**src/rtl/wb_arb_pkg.sv**
```systemverilog
// Shared definitions for the EFB Wishbone master arbiter: state encoding
// and the counter/index width helper.
package wb_arb_pkg;

    localparam logic [1:0] ST_IDLE = 2'd0;
    localparam logic [1:0] ST_BUS  = 2'd1;
    localparam logic [1:0] ST_GAP  = 2'd2;

    typedef enum logic [1:0] {
        IDLE = ST_IDLE,
        BUS  = ST_BUS,
        GAP  = ST_GAP
    } state_e;

    function automatic int clog2(input int v);
        int r;
        r = 0;
        while ((1 << r) < v) r++;
        return r;
    endfunction

endpackage

```
**src/rtl/wb_master_arbiter_rr_pick.sv**
```systemverilog
// Combinational round-robin picker: first set request bit after 'last',
// wrapping modulo NUM_REQ. Also used by the UART TX scheduler.
module rr_pick
    import wb_arb_pkg::*;
#(
    parameter int NUM_REQ = 2,
    parameter int IDX_W   = (clog2(NUM_REQ) < 1) ? 1 : clog2(NUM_REQ)
) (
    input  logic [NUM_REQ-1:0] req_i,
    input  logic [IDX_W-1:0]   last_i,
    output logic               valid_o,
    output logic [IDX_W-1:0]   winner_o
);

    logic [IDX_W-1:0] idx;

    always_comb begin
        valid_o  = 1'b0;
        winner_o = last_i;
        idx      = '0;
        // i runs to NUM_REQ so 'last' itself is checked last
        for (int i = 1; i <= NUM_REQ; i++) begin
            idx = IDX_W'((int'(last_i) + i) % NUM_REQ);
            if (!valid_o && req_i[idx]) begin
                valid_o  = 1'b1;
                winner_o = idx;
            end
        end
    end

endmodule

```
**src/rtl/wb_master_arbiter.sv**
```systemverilog
// Round-robin arbiter sharing the EFB Wishbone slave port between NUM_REQ
// single-beat requesters, with a one-cycle idle gap and an ack timeout.
module wb_master_arbiter
    import wb_arb_pkg::*;
#(
    parameter int NUM_REQ = 2,
    parameter int ADDR_W  = 8,
    parameter int DATA_W  = 8,
    parameter int TIMEOUT = 64
) (
    input  logic                      i_Clock,
    input  logic                      i_Reset,
    input  logic [NUM_REQ-1:0]        i_Req,
    input  logic [NUM_REQ-1:0]        i_We,
    input  logic [NUM_REQ*ADDR_W-1:0] i_Addr,
    input  logic [NUM_REQ*DATA_W-1:0] i_WrData,
    output logic [NUM_REQ-1:0]        o_Ack,
    output logic [NUM_REQ-1:0]        o_Err,
    output logic [DATA_W-1:0]         o_RdData,
    output logic                      o_Busy,
    output logic                      o_wb_cyc,
    output logic                      o_wb_stb,
    output logic                      o_wb_we,
    output logic [ADDR_W-1:0]         o_wb_adr,
    output logic [DATA_W-1:0]         o_wb_dat,
    input  logic [DATA_W-1:0]         i_wb_dat,
    input  logic                      i_wb_ack
);

    localparam int IDX_W = (clog2(NUM_REQ) < 1) ? 1 : clog2(NUM_REQ);
    localparam int CNT_W = (clog2(TIMEOUT) < 1) ? 1 : clog2(TIMEOUT);

    state_e             state_q, state_d;
    logic [IDX_W-1:0]   last_q, last_d;
    logic [IDX_W-1:0]   win_q, win_d;
    logic [CNT_W-1:0]   cnt_q, cnt_d;
    logic               cyc_q, cyc_d, stb_q, stb_d, we_q, we_d, busy_q, busy_d;
    logic [ADDR_W-1:0]  adr_q, adr_d;
    logic [DATA_W-1:0]  dat_q, dat_d, rd_q, rd_d;
    logic [NUM_REQ-1:0] ack_q, ack_d, err_q, err_d;

    logic               pick_vld;
    logic [IDX_W-1:0]   pick_idx;
    logic [ADDR_W-1:0]  addr_a [NUM_REQ];
    logic [DATA_W-1:0]  wdat_a [NUM_REQ];

    for (genvar k = 0; k < NUM_REQ; k++) begin : g_unpack
        assign addr_a[k] = i_Addr[k*ADDR_W +: ADDR_W];
        assign wdat_a[k] = i_WrData[k*DATA_W +: DATA_W];
    end

    rr_pick #(.NUM_REQ(NUM_REQ), .IDX_W(IDX_W)) u_pick (
        .req_i    (i_Req),
        .last_i   (last_q),
        .valid_o  (pick_vld),
        .winner_o (pick_idx)
    );

    always_comb begin
        state_d = state_q;
        last_d  = last_q;
        win_d   = win_q;
        cnt_d   = cnt_q;
        cyc_d   = cyc_q;
        stb_d   = stb_q;
        we_d    = we_q;
        adr_d   = adr_q;
        dat_d   = dat_q;
        rd_d    = rd_q;
        ack_d   = '0;
        err_d   = '0;
        case (state_q)
            IDLE: begin
                if (pick_vld) begin
                    win_d   = pick_idx;
                    we_d    = i_We[pick_idx];
                    adr_d   = addr_a[pick_idx];
                    dat_d   = wdat_a[pick_idx];
                    cyc_d   = 1'b1;
                    stb_d   = 1'b1;
                    cnt_d   = '0;
                    state_d = BUS;
                end
            end
            BUS: begin
                // ack beats the final timeout count when both land together
                if (i_wb_ack) begin
                    cyc_d         = 1'b0;
                    stb_d         = 1'b0;
                    we_d          = 1'b0;
                    if (!we_q) rd_d = i_wb_dat;
                    ack_d[win_q]  = 1'b1;
                    last_d        = win_q;
                    state_d       = GAP;
                end else if (cnt_q == CNT_W'(TIMEOUT - 1)) begin
                    cyc_d         = 1'b0;
                    stb_d         = 1'b0;
                    we_d          = 1'b0;
                    err_d[win_q]  = 1'b1;
                    last_d        = win_q;
                    state_d       = GAP;
                end else begin
                    cnt_d = cnt_q + CNT_W'(1);
                end
            end
            GAP:     state_d = IDLE;
            default: state_d = IDLE;
        endcase
        busy_d = (state_d != IDLE);
    end

    always_ff @(posedge i_Clock) begin
        if (i_Reset) begin
            state_q <= IDLE;
            last_q  <= IDX_W'(NUM_REQ - 1);
            win_q   <= '0;
            cnt_q   <= '0;
            cyc_q   <= 1'b0;
            stb_q   <= 1'b0;
            we_q    <= 1'b0;
            adr_q   <= '0;
            dat_q   <= '0;
            rd_q    <= '0;
            ack_q   <= '0;
            err_q   <= '0;
            busy_q  <= 1'b0;
        end else begin
            state_q <= state_d;
            last_q  <= last_d;
            win_q   <= win_d;
            cnt_q   <= cnt_d;
            cyc_q   <= cyc_d;
            stb_q   <= stb_d;
            we_q    <= we_d;
            adr_q   <= adr_d;
            dat_q   <= dat_d;
            rd_q    <= rd_d;
            ack_q   <= ack_d;
            err_q   <= err_d;
            busy_q  <= busy_d;
        end
    end

    assign o_Ack    = ack_q;
    assign o_Err    = err_q;
    assign o_RdData = rd_q;
    assign o_Busy   = busy_q;
    assign o_wb_cyc = cyc_q;
    assign o_wb_stb = stb_q;
    assign o_wb_we  = we_q;
    assign o_wb_adr = adr_q;
    assign o_wb_dat = dat_q;

endmodule

```
**config.mk**
```make
export PLATFORM = sky130hd
export DESIGN_NAME = wb_master_arbiter
export DESIGN_NICKNAME = d
export VERILOG_FILES = /design/src/rtl/wb_arb_pkg.sv /design/src/rtl/wb_master_arbiter_rr_pick.sv /design/src/rtl/wb_master_arbiter.sv
export SDC_FILE = /design/constraint.sdc
export NUM_CORES = 1
export LEC_CHECK = 0
export ABC_AREA = 0
export CAP_MARGIN = 25
export CORE_MARGIN = 4
export CORE_UTILIZATION = 23
export CTS_CLUSTER_DIAMETER = 200
export DETAILED_ROUTE_END_ITERATION = 7
export PLACE_DENSITY_LB_ADDON = 0.15
export SLEW_MARGIN = 20
export SYNTH_ARGS = -nofsm -noshare
export SYNTH_HDL_FRONTEND = slang
export SYNTH_SLANG_ARGS = --single-unit
```
**constraint.sdc**
```tcl
create_clock -name i_Clock -period 2.2 [get_ports i_Clock]
set_clock_uncertainty 0.2 [all_clocks]
set_input_delay 0.33 -clock i_Clock [delete_from_list [all_inputs] [get_ports i_Clock]]
set_output_delay 0.33 -clock i_Clock [all_outputs]
set_load 0.01 [all_outputs]
```
== Word level (Yosys, flattened, before mapping) ==
Index checks and enable logic that the tools add are counted.
Operators by class
  muxes and demuxes: 34
  div/mod/pow operators: 0
  bitwise operators: 5
  equality and inequality tests: 6
  $mul: 0
  $add $sub $neg: 3
  shift-type cells: 0
  reduce and logical (&&, ||, !) cells: 14
  order comparisons: 6
Operator list (count)
  $mux W8: 6
  $mux W6: 3
  $mux W1: 17
  $pmux W6 S2: 1
  $lt A1 B2 Y1 const B: 4
  $add A6 B1 Y6 const B: 1
  $eq A6 B6 Y1 const B: 1
  $mux W2: 3
  $ne A2 B2 Y1 const B: 3
  $reduce_and A3 Y1: 2
  $reduce_bool A2 Y1: 3
  $not A1 Y1: 4
  $pmux W1 S2: 2
  $pmux W2 S2: 1
  $reduce_and A2 Y1: 2
  $reduce_and A4 Y1: 1
  $reduce_or A4 Y1: 1
  $ne A3 B3 Y1 const B: 1
  $reduce_or A3 Y1: 1
  $add A1 B1 Y1 const B: 2
  $eq A2 B1 Y1 const B: 1
  $ge A2 B2 Y1 const B: 1
  $logic_and A1 B1 Y1: 2
  $logic_not A2 Y1: 1
  other kinds (4): 4
Word-level totals
  bits in read-only memories: 0
  word-level logic and storage cells: 80
  RAM bits: 0
  memories: 0
  bits in registers: 41
  input port bits: 47
  bits in latches: 0

== Depth between registers and ports, before layout ==
Gate-level depths: netlist (run 1).
  depth in word-level cells: 11
  gate-level depth with buffers: 6
  gate-level depth less buffers: 5

== Cells and area by module ==
From an unflattened synthesis (run 1), not the netlist that was laid out.
Second synthesis, totals
  cells, all modules: 180
  area total of the unflattened synthesis: 1853.0 µm²
By module, submodules not included
  wb_master_arbiter: instances 1, sequential area each 820.8 µm², cells an instance 177, area each 1833.0 µm²
  rr_pick: instances 1, sequential area each 0.0 µm², cells an instance 3, area each 20.0 µm²

== Worst setup path after synthesis (run 1) ==
Ideal clock, no wire load.
  kind: register -> register
  start: register cnt_q[0]
  end: register cnt_q[2]
  buffers on the path: 1
  arrival: 1.626 ns
  stages on the path, launching flop included: 7
  period minus slack after synthesis: 1.896 ns
  library setup time: 0.070 ns
  setup slack: 0.304 ns
  data required time: 1.930 ns
  path through: dfxtp_1 ha_1 and3_1 a311o_1 buf_6 or3_1 a21oi_1
Between the ends
  word-level cells in the longest chain between the ends: 4
RTL lines
  start, declared: RTL line wb_master_arbiter.sv:36  | logic [CNT_W-1:0] cnt_q, cnt_d;
  start signal, assigned: RTL line wb_master_arbiter.sv:131  | cnt_q <= cnt_d;
  $add A6 B1 Y6: RTL line wb_master_arbiter.sv:103  | cnt_d = cnt_q + CNT_W'(1);
  $mux W6: RTL line wb_master_arbiter.sv:95  | end else if (cnt_q == CNT_W'(TIMEOUT - 1)) begin
  $mux W6: RTL line wb_master_arbiter.sv:87  | if (i_wb_ack) begin
  $pmux W6 S2: RTL line wb_master_arbiter.sv:72  | case (state_q)
Parallel ways exist; a longest one is shown, timed or not. The select of a mux whose other input is x is not followed.
A chain may end at the register's enable or synchronous reset.

== Worst setup path after layout (run 1) ==
  start: register cnt_q[0]
  end: register cnt_q[5]
Same word-level chain as after synthesis.

==> results of run 1 <==
## critical path, cell delays in order (launching register included)
cell and delay, ns:
dfxtp_1 0.35, ha_1 0.23, and3_1 0.21, a311o_1 0.46, o41a_1 0.41, a21oi_1 0.14
## routing by layer
layer  track usage  wire, um  up-vias
li1              -         -      817
met1         0.142      2140      710
met2         0.155      2090       41
met3        0.0438       404        2
met4        0.0409        34        0
met5             0         0        -
## power by group
part / switching [mW] / internal [mW] / total [mW]
Sequential: 0.0374 / 0.798 / 0.836
Clock: 0.269 / 0.370 / 0.640
Combinational: 0.177 / 0.255 / 0.431
Total: 0.483 / 1.42 / 1.91
## placed cells by master (no fill, tap or decap), types with 2 or more instances in the layout
cell             netlist  layout
clkdlybuf4s50_1        0      78
dfxtp_1               41      41
nor2_1                31      31
mux2i_1               24      24
a211oi_1              17      17
nand3_1                8       8
buf_4                  2       8
a21oi_1                7       7
clkbuf_8               0       6
and3_1                 3       3
nand2_1                3       3
nor3_1                 3       3
or3_1                  2       2
a31oi_1                2       2
inv_1                  2       2
o211ai_1               2       2
nand4b_1               2       2
a211o_1                2       2
buf_12                 0       2
## cells by family (layout without fill, tap and decap cells)
kind of cell | count (synthesis) | in the layout
AND/OR/NAND/NOR | 62 | 62
flip-flops | 41 | 41
AO/OA/AOI/OAI | 35 | 35
multiplexers | 25 | 25
buffers and inverters | 15 | 98
adder cells (fa/ha/maj) | 1 | 1
## final timing paths
path | endpoint | cells past startpoint | slack [ns] | from
worst max-delay path | cnt_q[5]$_SDFFE_PP0P_ | 5 | 0.14 | cnt_q[0]$_SDFFE_PP0P_
worst min-delay path | o_Err[1]$_SDFF_PP0_ | 2 | 0.28 | win_q$_SDFFE_PP0P_
worst max register to register | cnt_q[5]$_SDFFE_PP0P_ | 5 | 0.14 | cnt_q[0]$_SDFFE_PP0P_
worst min register to register | o_Err[1]$_SDFF_PP0_ | 2 | 0.28 | win_q$_SDFFE_PP0P_
## state kept, by name (all words and copies together), names as in the netlist
register / cells
state_q: 2
o_wb_adr: 8
cnt_q: 6
o_wb_we: 1
o_wb_dat: 8
o_Ack: 2
o_Busy: 1
win_q: 1
o_RdData: 8
last_q: 1
o_wb_stb: 1
o_Err: 2
## area by class of cell
type,count,area [um2]
timing repair buffer,88,881
fill,774,4510
sequential,41,821
clock inverter,1,30.0
clock buffer,7,86.3
multi-input combinational,123,837
tap,99,124
inverter,2,7.51
## through the flow
stage	hold slack, ns	power (mW)
finish	0.281	1.91
global route	0.311	2.00
detailed placement	0.273	1.29
floorplan	0.236	1.05
CTS	0.285	1.94
global placement	0.269	1.29
==> flow_metrics.py, run 1 <==
metrics = {
    "outcome": {
        "status": "finished, final reports clean",
    },
    "setup_path": {
        "worstPathRequired_ns": 2.22,
        "crit_path_start_kind": "register",
        "cp-end-kind": "register",
        "crit_arrival_ns": 2.08,
        "path_class": "register to register",
        "critPathMaxFanout": 8,
    },
    "synthesis": {
        "synthMuxAreaShare": 0.145,
        "synth_compound_area_frac": 0.146,
        "netlist.top_cell.by_area": "dfxtp_1",
        "synthesis.instances": 179,
        "synthArstFlopShare": 0,
        "ys_ff_latch": 41,
        "netlist.area_leader.share": 0.474,
        "synth_top_family_by_area": "simple AND/OR/NAND/NOR gates",
        "synthTopCellsByCount": "dfxtp_1, nor2_1, mux2i_1",
        "synthAdderAreaFrac": 0.00722,
        "yosysMostFrequentCell": "dfxtp_1",
        "synth_warnings": 0,
        "synth_ff_type": "dfxtp_1",
        "ys_top_cells_by_area": "dfxtp_1, mux2i_1, a211oi_1, nor2_1, nand3_1",
        "synth-edff-count": 0,
        "synth.avg_cell_area_um2": 9.68,
        "synth_xor_area_frac": 0,
        "seq_area_frac_synth": 0.474,
        "ys_types": 36,
        "synth_fp_nets": 227,
        "netlist_area_mm2": 0.00173,
        "post_synth_and_or_nand_nor_area_fraction": 0.181,
    },
    "cts": {
        "numCtsBuffers": 5,
        "clock_latency_ns": 0.29,
        "h-tree-depth": 2,
        "clkTransAtPathRegs_ns": 0.08,
        "clock_path_buffers": 2,
        "post_cts_buffers": 0,
        "cts_tree": "yes",
        "postCtsResizedCells": 0,
        "root_buffer": "clkbuf_8",
        "clock_sinks": 41,
        "cts_hold_buf": 0,
    },
    "placement": {
        "port_buffers": 78,
        "place.gp.congestion": 0.848,
        "dp_hpwl_um": 3490,
        "dp.cells": 353,
        "dpl_cell_area_mm2": 0.00267,
        "pre_cts_ws_ns": 0.159,
    },
    "floorplan": {
        "die_w_um": 94.8,
        "die_h_um": 94.8,
        "rows": 31,
        "die-area_mm2": 0.00899,
        "core-area_mm2": 0.00729,
        "io_pins": 79,
        "floorplan.initialDensity": 0.238,
    },
    "timing": {
        "fin_crit_sh": 0.935,
        "fin_setup_tns_ns": 0,
        "grt_setup_unrepaired": "false",
        "worst_slack_ns": 0.144,
        "fmax_mhz": 486,
        "worst_pin_slew_ns": 0.344,
        "slew_violations": 0,
        "hold_violations": 0,
        "setup_viol": 0,
        "min_period_ns": 2.06,
        "slew_headroom": 0.771,
    },
    "cells_and_area": {
        "drive_above_1_share": 0.0840,
        "antenna_cells": 0,
        "fin_util": 0.382,
        "fin_nets": 309,
        "area_growth_pct": 60.8,
        "finalNonFillerCells": 361,
        "final_area_mm2": 0.00279,
    },
    "grt": {
        "overflow": 0,
        "antenna_found_initial": 0,
        "grt_max_degree": 33,
        "grt_pass1_wl_um": 7360,
        "grt_pass1_vias": 1502,
        "grt_usage": 0.107,
    },
    "worst_hold_path": {
        "min_path_type": "register to register",
    },
    "detailed_routing": {
        "vias": 1570,
        "drt_pass1_iterations": 4,
        "wire_per_inst_um": 13.0,
        "via_per_inst": 4.35,
        "drc": 0,
        "wl_um": 4680,
        "drtIter0Drc": 67,
        "drtAntennaViolNets": 0,
    },
    "run": {
        "maxCapViolations": 0,
    },
    "power": {
        "power.density_mw_per_mm2": 684,
        "cellLeakagePower_nw": 1.04,
        "vdd_drop_max_uv": 247,
    },
}
Note: power is estimated with default switching activity, not from simulation.
==> run 2, diff against run 1 <==
--- a/config.mk
+++ b/config.mk
@@ -10,6 +10,7 @@
 export CORE_MARGIN = 4
 export CORE_UTILIZATION = 23
 export CTS_CLUSTER_DIAMETER = 200
+export CTS_CLUSTER_SIZE = 40
 export DETAILED_ROUTE_END_ITERATION = 7
 export PLACE_DENSITY_LB_ADDON = 0.15
 export SLEW_MARGIN = 20
==> results of run 2 <==
The final DEF is identical to that of run 1; final timing and power are the same.
==> run 3, diff against run 2 <==
--- a/config.mk
+++ b/config.mk
@@ -5,9 +5,8 @@
 export SDC_FILE = /design/constraint.sdc
 export NUM_CORES = 1
 export LEC_CHECK = 0
-export ABC_AREA = 0
 export CAP_MARGIN = 25
-export CORE_MARGIN = 4
+export CORE_MARGIN = 2
 export CORE_UTILIZATION = 23
 export CTS_CLUSTER_DIAMETER = 200
 export CTS_CLUSTER_SIZE = 40
==> run 3 against run 2 <==
Net effect:
- critical path depth did not move
- critical endpoint unchanged
- global-route usage rose by 0.25 points
- cell count did not move
- worst hold slack got worse by 0.0031 ns
- register-to-register slack improved by 0.03 ns
- combinational power barely moved
- wire length fell by 3.4%
- non-clock buffer count did not move
- via count rose by 1.1%
==> flow_metrics.py, run 3 (synthesis gave the netlist of run 1 again) <==
metrics = {
    "outcome": {
        "status": "finished, final reports clean",
    },
    "cells_and_area": {
        "multi_input_area_um2": 837,
        "regArea_um2": 821,
        "mostFrequentLayoutCells": "clkdlybuf4s50_1, dfxtp_1, nor2_1, mux2i_1, a211oi_1",
        "drive_above_1_share": 0.0763,
        "area_growth_pct": 58.7,
        "fillers": 768,
        "antenna_cells": 0,
        "fin_nets": 309,
        "final_common_cell": "clkdlybuf4s50_1",
    },
    "detailed_routing": {
        "wl_um": 4520,
        "drc": 0,
        "drtIter0Drc": 29,
        "drt_pass1_iterations": 4,
        "wire_per_inst_um": 12.5,
        "vias": 1588,
        "drtAntennaViolNets": 0,
        "via_per_inst": 4.40,
    },
    "power": {
        "power.density_mw_per_mm2": 633,
        "internal-power_mw": 1.28,
        "vdd_drop_max_uv": 214,
        "cellLeakagePower_nw": 1.02,
        "p_clk_frac": 0.272,
        "netSwitchingFraction": 0.266,
        "seqPwrFrac": 0.480,
        "pwr-share-comb": 0.247,
        "switchingPower_mw": 0.463,
        "power_mw": 1.74,
    },
    "setup_path": {
        "critPathMaxFanout": 7,
        "worstPathRequired_ns": 2.23,
        "cpPeakStageDelay_ns": 0.44,
        "path_cells": "ha_1 -> and3_1 -> a311o_1 -> o41a_1 -> a21oi_1",
        "crit_path_start_kind": "register",
        "path_class": "register to register",
        "crit_slowest_cell": "a311o_1",
        "crit_arrival_ns": 2.05,
        "cp-end-kind": "register",
    },
    "placement": {
        "pre_cts_ws_ns": 0.170,
        "port_buffers": 78,
        "dp_hpwl_um": 3300,
        "place.gp.congestion": 0.804,
    },
    "cts": {
        "postCtsResizedCells": 0,
        "clock_latency_ns": 0.29,
        "clkTransAtPathRegs_ns": 0.08,
        "root_buffer": "clkbuf_8",
        "numCtsBuffers": 5,
        "cts_hold_buf": 0,
        "cts_tree": "yes",
        "h-tree-depth": 2,
        "post_cts_buffers": 0,
        "clock_sinks": 41,
        "clock_path_buffers": 2,
    },
    "timing": {
        "worst_pin_slew_ns": 0.332,
        "slew_headroom": 0.779,
        "setup_viol": 0,
        "fin_setup_tns_ns": 0,
        "fin_crit_sh": 0.920,
        "slew_violations": 0,
        "worst_slack_ns": 0.177,
        "min_period_ns": 2.02,
        "fmax_mhz": 494,
        "hold_violations": 0,
        "holdWs_ns": 0.278,
        "grt_setup_unrepaired": "false",
    },
    "worst_hold_path": {
        "min_path_type": "register to register",
    },
    "floorplan": {
        "rows": 31,
        "die_w_um": 90.8,
        "io_pins": 79,
        "core-area_mm2": 0.00729,
        "floorplan.initialDensity": 0.238,
        "die_h_um": 90.8,
        "die-area_mm2": 0.00824,
    },
    "run": {
        "maxCapViolations": 0,
    },
    "grt": {
        "grt_usage": 0.110,
        "grt_max_degree": 31,
        "grt_pass1_wl_um": 7250,
        "overflow": 0,
        "antenna_found_initial": 0,
        "grt_pass1_vias": 1478,
    },
}
run 3: cell types whose count changed in the layout (fill, tap and decap cells not counted), sizes merged:
cell and change:
clkbuf +1, bufinv -1
run 3: power by group through the flow:
| stage | registers [mW] | clock network (mW) | logic, mW |
|---|---|---|---|
| global placement | 0.851 | 0 | 0.440 |
| floorplan | 0.869 | 0 | 0.178 |
| CTS | 0.837 | 0.507 | 0.439 |
| finish | 0.836 | 0.474 | 0.431 |
| global route | 0.843 | 0.526 | 0.472 |
| detailed placement | 0.852 | 0 | 0.438 |
run 3: worst paths after layout:
kind	startpoint	endpoint	slack, ns	depth (start not counted)
min	win_q$_SDFFE_PP0P_	o_Err[1]$_SDFF_PP0_	0.28	2
max reg2reg	cnt_q[0]$_SDFFE_PP0P_	cnt_q[5]$_SDFFE_PP0P_	0.18	5
min reg2reg	win_q$_SDFFE_PP0P_	o_Err[1]$_SDFF_PP0_	0.28	2
max	cnt_q[0]$_SDFFE_PP0P_	cnt_q[5]$_SDFFE_PP0P_	0.18	5
run 3: critical path, delay by kind of cell, from the launching register on:
family,cells,cell delay [ns]
adder cells (fa/ha/maj),1,0.23
flip-flops,1,0.35
AND/OR/NAND/NOR,1,0.22
AO/OA/AOI/OAI,3,0.96
run 3: per-stage QoR:
| step | instances | utilization | area, um2 |
|---|---|---|---|
| finish | 361 | 0.377 | 2750 |
| global placement | 353 | 0.366 | 2670 |
| floorplan | 179 | - | 1730 |
| CTS | 361 | 0.377 | 2750 |
| global route | 361 | 0.377 | 2750 |
| detailed placement | 353 | 0.366 | 2670 |
run 3: per-layer routing:
layer / vias to the layer above / global-route usage / routed length (um)
li1: 819 / - / -
met1: 707 / 0.139 / 2110
met2: 56 / 0.168 / 1970
met3: 6 / 0.0484 / 380
met4: 0 / 0.0341 / 58
met5: - / 0 / 0
run 3: area by class of cell:
cell class	instances	share of cell area
repair buffers	88	0.320
multi-input cells	123	0.304
flip-flops and latches	41	0.298
well taps	99	0.0450
clock buffers	8	0.0291
inverters	2	0.00273
